==> config.mk <==
export PLATFORM = sky130hd
export DESIGN_NAME = y_word_packer
export DESIGN_NICKNAME = d
export VERILOG_FILES = /design/src/rtl/y_word_packer.sv
export SDC_FILE = /design/constraint.sdc
export NUM_CORES = 1
export LEC_CHECK = 0
export CAP_MARGIN = 5
export CORE_MARGIN = 1
export CORE_UTILIZATION = 52
export CTS_CLUSTER_SIZE = 10
export DETAILED_ROUTE_END_ITERATION = 7
export GPL_ROUTABILITY_DRIVEN = 0
export PLACE_DENSITY = 0.76
export SETUP_SLACK_MARGIN = 0.05
export SLEW_MARGIN = 25
export SYNTH_ARGS = -nofsm -noshare
export SYNTH_HDL_FRONTEND = slang
export SYNTH_SLANG_ARGS = --single-unit
==> constraint.sdc <==
create_clock -name clock -period 3.8 [get_ports clock]
set_input_delay 0.76 -clock clock [delete_from_list [all_inputs] [get_ports clock]]
set_output_delay 0.76 -clock clock [all_outputs]
set_load 0.005 [all_outputs]
==> src/rtl/y_word_packer.sv <==
// Packs WIDTH qualified serial bits (first bit lands in the MSB) into a word on a valid/ready output.
// Define Y_WORD_PACKER_PARITY_EN to add a registered even-parity output, word_parity.
module y_word_packer #(
  parameter int WIDTH = 8,
  parameter int CNT_W = $clog2(WIDTH + 1)
) (
  input  logic             clock,
  input  logic             reset,
  input  logic             y_in,
  input  logic             y_valid,
  input  logic             flush,
  input  logic             out_ready,
  output logic [WIDTH-1:0] word_out,
  output logic             word_valid,
  output logic [CNT_W-1:0] ones_count,
  output logic             overflow
`ifdef Y_WORD_PACKER_PARITY_EN
  ,
  output logic             word_parity
`endif
);

  typedef enum logic {EMPTY = 1'b0, FULL = 1'b1} state_t;

  state_t           r_state;
  logic [WIDTH-1:0] r_shift;
  logic [CNT_W-1:0] r_bit_cnt;
  logic [WIDTH-1:0] r_word;
  logic [CNT_W-1:0] r_ones;
  logic             r_ovf;

  logic             w_sample;
  logic             w_complete;
  logic             w_fire;
  logic [WIDTH-1:0] w_word;
  logic [CNT_W-1:0] w_ones;

  function automatic logic [CNT_W-1:0] popcnt(input logic [WIDTH-1:0] w);
    logic [CNT_W-1:0] c;
    c = '0;
    for (int i = 0; i < WIDTH; i++) c = c + CNT_W'(w[i]);
    return c;
  endfunction

  // flush outranks y_valid, so a flushed sample can never complete a word
  assign w_sample   = y_valid && !flush;
  assign w_complete = w_sample && (r_bit_cnt == CNT_W'(WIDTH - 1));
  assign w_word     = {r_shift[WIDTH-2:0], y_in};
  assign w_ones     = popcnt(w_word);
  assign w_fire     = (r_state == FULL) && out_ready;

`ifdef Y_WORD_PACKER_PARITY_EN
  logic r_parity;
  assign word_parity = r_parity;
`endif

  always_ff @(posedge clock) begin
    if (reset) begin
      r_state   <= EMPTY;
      r_shift   <= '0;
      r_bit_cnt <= '0;
      r_word    <= '0;
      r_ones    <= '0;
      r_ovf     <= 1'b0;
`ifdef Y_WORD_PACKER_PARITY_EN
      r_parity  <= 1'b0;
`endif
    end else begin
      if (flush) begin
        r_shift   <= '0;
        r_bit_cnt <= '0;
      end else if (y_valid) begin
        r_shift   <= w_word;
        r_bit_cnt <= w_complete ? '0 : r_bit_cnt + 1'b1;
      end

      // A completing word loads when the slot is empty or being drained this cycle
      if (w_complete && (r_state == EMPTY || w_fire)) begin
        r_word   <= w_word;
        r_ones   <= w_ones;
`ifdef Y_WORD_PACKER_PARITY_EN
        r_parity <= ^w_word;
`endif
      end

      case (r_state)
        EMPTY: if (w_complete) r_state <= FULL;
        FULL: begin
          if (w_fire) begin
            if (!w_complete) r_state <= EMPTY;
          end else if (w_complete) begin
            r_ovf <= 1'b1;
          end
        end
        default: r_state <= EMPTY;
      endcase
    end
  end

  assign word_out   = r_word;
  assign word_valid = (r_state == FULL);
  assign ones_count = r_ones;
  assign overflow   = r_ovf;

endmodule

==> key figures <==
Outcome
  • Status: finished clean

Synthesis
  • Post-Syn Area: 1230 um^2
  • Compound-Gate Fraction of Synth Area: ~1.4%
  • Synth warn: 0
  • Post-Synth Simple-Gate Area: 21.3%
  • #FFs+latches synth: 25
  • Synth Area in Adders: a little over a tenth
  • Syn avg cell area: 10.2 um^2
  • Post-synth cell types: 26
  • Main combinational cell family by area after synthesis: simple AND/OR/NAND/NOR gates
  • Syn_nets: 135
  • Synthesized instance count: between 100 and 150
  • Register area share after synthesis: about two fifths
  • Area leader, netlist: dfxtp_1
  • Top cell type's share of synthesized area: roughly two fifths
  • Synth top area cells: dfxtp_1 41%, mux2i_1 15%, nand2b_1 11%, fa_1 6.5%, ha_1 4.1%
  • Xor and xnor fraction of the mapped netlist area: 2.85%
  • Multiplexer area fraction after synthesis: between 10% and 20%

Layout
  • Ant diodes: 0
  • Synth-to-Final Area Change: 18.0%
  • # fillers: slightly below 200
  • Footprint of the multi-input gates: roughly 650 um^2
  • Sequential Area: around 500 um^2
  • Share of layout cells above drive strength 1: between 8 and 9%
  • Cell area after layout: 1450 um^2
  • Final nets: between 150 and 200

Routing
  • DR iter-0 viols: 6
  • DR WL/cell: 12.4 um
  • Via Count: just over 800
  • Pre-antenna DRT Iters: 5
  • ANT nets after route: 0
  • Final Routed Wirelength: 2.07 mm
  • Vias per cell: 4.97
  • Remaining DRCs: 0

Floorplan
  • I/O pins: 20
  • Die area: about 2600 um^2
  • Die width: about 51 um
  • Initial core utilization: 55.7%
  • Core Footprint: 2210 um^2
  • Die height: 50.7 um
  • Site Rows: 17

Global route
  • Gr usage total: between 10% and 20%
  • Grt total ovfl: 0
  • Largest net degree at the start of global routing: 29
  • Initial antenna violation count: 0
  • First-pass GRT wire length: around 3.7 mm
  • Vias in the first global route: between 800 and 900

Worst setup path
  • Critical path arrival: about 3.6 ns
  • WS Path Type: in2reg
  • Worst R2R Setup Slack: 0.70 ns
  • CP Launch Type: primary input
  • Critical path peak fanout: 3
  • WP data required: roughly 4 ns
  • CP Capture Type: register

CTS
  • Worst-skew pair later-pin latency: 0.31 ns
  • Cts hold-fix bufs: 0
  • Inserted Clock Buffers: 3
  • Depth of the CTS H-tree: 1
  • Clk pin slew, worst setup/hold paths: between 0.1 and 0.15 ns
  • Clock Root Buffer: clkbuf_4
  • Max Buffers Root-to-Sink: 2
  • Post-CTS Setup Inserts: 0
  • CTS Sinks: 25
  • CTS tree: yes
  • Post-CTS sizing: 0

STA
  • Min cycle time layout: 3.36 ns
  • Worst-Margin Slew: 0.696 ns
  • Final setup margin: 0.445 ns
  • Max-slew violations: 0
  • Hold Violations, Final: 0
  • Layout Skew: between 0.002 and 0.0025 ns
  • Tcrit/Tclk final: a little under 90%
  • Rel. slew slack: a little over half
  • # setup viols final: 0
  • Unrepaired setup endpoints after global routing: false
  • Fmax: roughly 0.30 GHz

Min path
  • Hold Path Class: reg2reg

Pwr
  • Leak: between 0.5 and 0.6 nW
  • Design Power: 413 uW
  • Worst vdd ir: between 200 and 250 uV
  • Power Density: around 280 nW/um^2

Placement
  • Input/output buffers: 19
  • Dpl ws: -0.211 ns
  • Post-DP HPWL: roughly 1.5 mm
  • Placed instance area: between 1000 and 1500 um^2

Job
  • Max Cap Viol: 0
-- cell usage after synthesis (all sizes together) --
library cell	n
mux2	2
mux2i	18
xor2	3
nand3	1
and3	1
nor2b	2
or2	1
nor2	11
dfxtp	25
and4	1
a21oi	2
xnor2	1
or3b	1
nand4	2
nand2	1
nor3	2
o31ai	1
fa	4
nor3b	1
clkbuf	3
nand2b	21
buf	3
ha	4
inv	10
-- stage by stage --
step | util [%] | instances | hold WS (ns) | setup TNS [ns]
global placement | 64.3 | 163 | 0.445 | -0.278
global route | 65.7 | 167 | 0.510 | 0
floorplan | - | 121 | 0.456 | 0
finish | 65.7 | 167 | 0.482 | 0
detailed placement | 64.3 | 163 | 0.459 | -0.352
CTS | 65.6 | 167 | 0.486 | 0
-- path summary, 6_finish.rpt --
check,from,endpoint,cells after the start
worst max-delay path,y_in,ones_count[2],12
worst min-delay path,word_out[3],word_out[3],2
worst max register to register,r_shift[0],ones_count[2],11
worst min register to register,word_out[3],word_out[3],2
-- layer usage --
metal  GRT usage [%]  part of all wire [%]
met1            22.3                    43
met2            35.8                    53
met3            4.24                   2.3
met4            8.33                   1.5
met5               0                     0
-- cell usage in the layout, fill, tap and decap left out --
master,instances
nor2_1,11
inv_1,10
fa_1,4
nand3_1,1
buf_4,1
nand4_1,2
nand2_1,1
a21oi_1,2
nor2b_1,2
clkdlybuf4s50_1,18
dlymetal6s2s_1,1
ha_1,4
or2_2,1
or3b_2,1
and4_4,1
nor3_1,2
dfxtp_1,25
mux2i_1,18
o31ai_1,1
nor3b_2,1
and3_2,1
clkbuf_4,3
xnor2_1,1
xor2_1,3
mux2_2,1
mux2_4,1
nand2b_1,21
clkinv_2,1
-- cell type report --
cell class,count,share of cell area (%)
multi-input cells,80,44.9
flip-flops and latches,25,34.5
repair buffers,20,13.8
inverters,10,2.58
well taps,28,2.41
clock buffers,3,1.55
clock inverters,1,0.345
-- flip-flops by register name, summed over array words and instances (netlist names) --
register,flops
word_valid,1
word_out,8
r_shift,7
overflow,1
ones_count,4
r_bit_cnt,4
-- report_power, final --
part / internal, mW / total, mW / switching (mW)
clock network: 0.0393 / 0.120 / 0.0810
logic: 0.0145 / 0.0280 / 0.0135
registers: 0.263 / 0.265 / 0.00131
-- critical path, stage by stage --
cell	delay, ns
dlymetal6s2s_1	0.16
fa_1	0.56
inv_1	0.06
fa_1	0.49
fa_1	0.41
inv_1	0.07
ha_1	0.17
inv_1	0.06
fa_1	0.37
xor2_1	0.16
nor2_1	0.05
mux2_2	0.28
-- logic make-up after synthesis --
logic type	count (synthesis)
simple gates	45
flops	25
mux	20
buf+inv	16
fa+ha+maj	8
xor+xnor	4
compound gates	3
No activity file was read; power rests on OpenSTA's default activity.
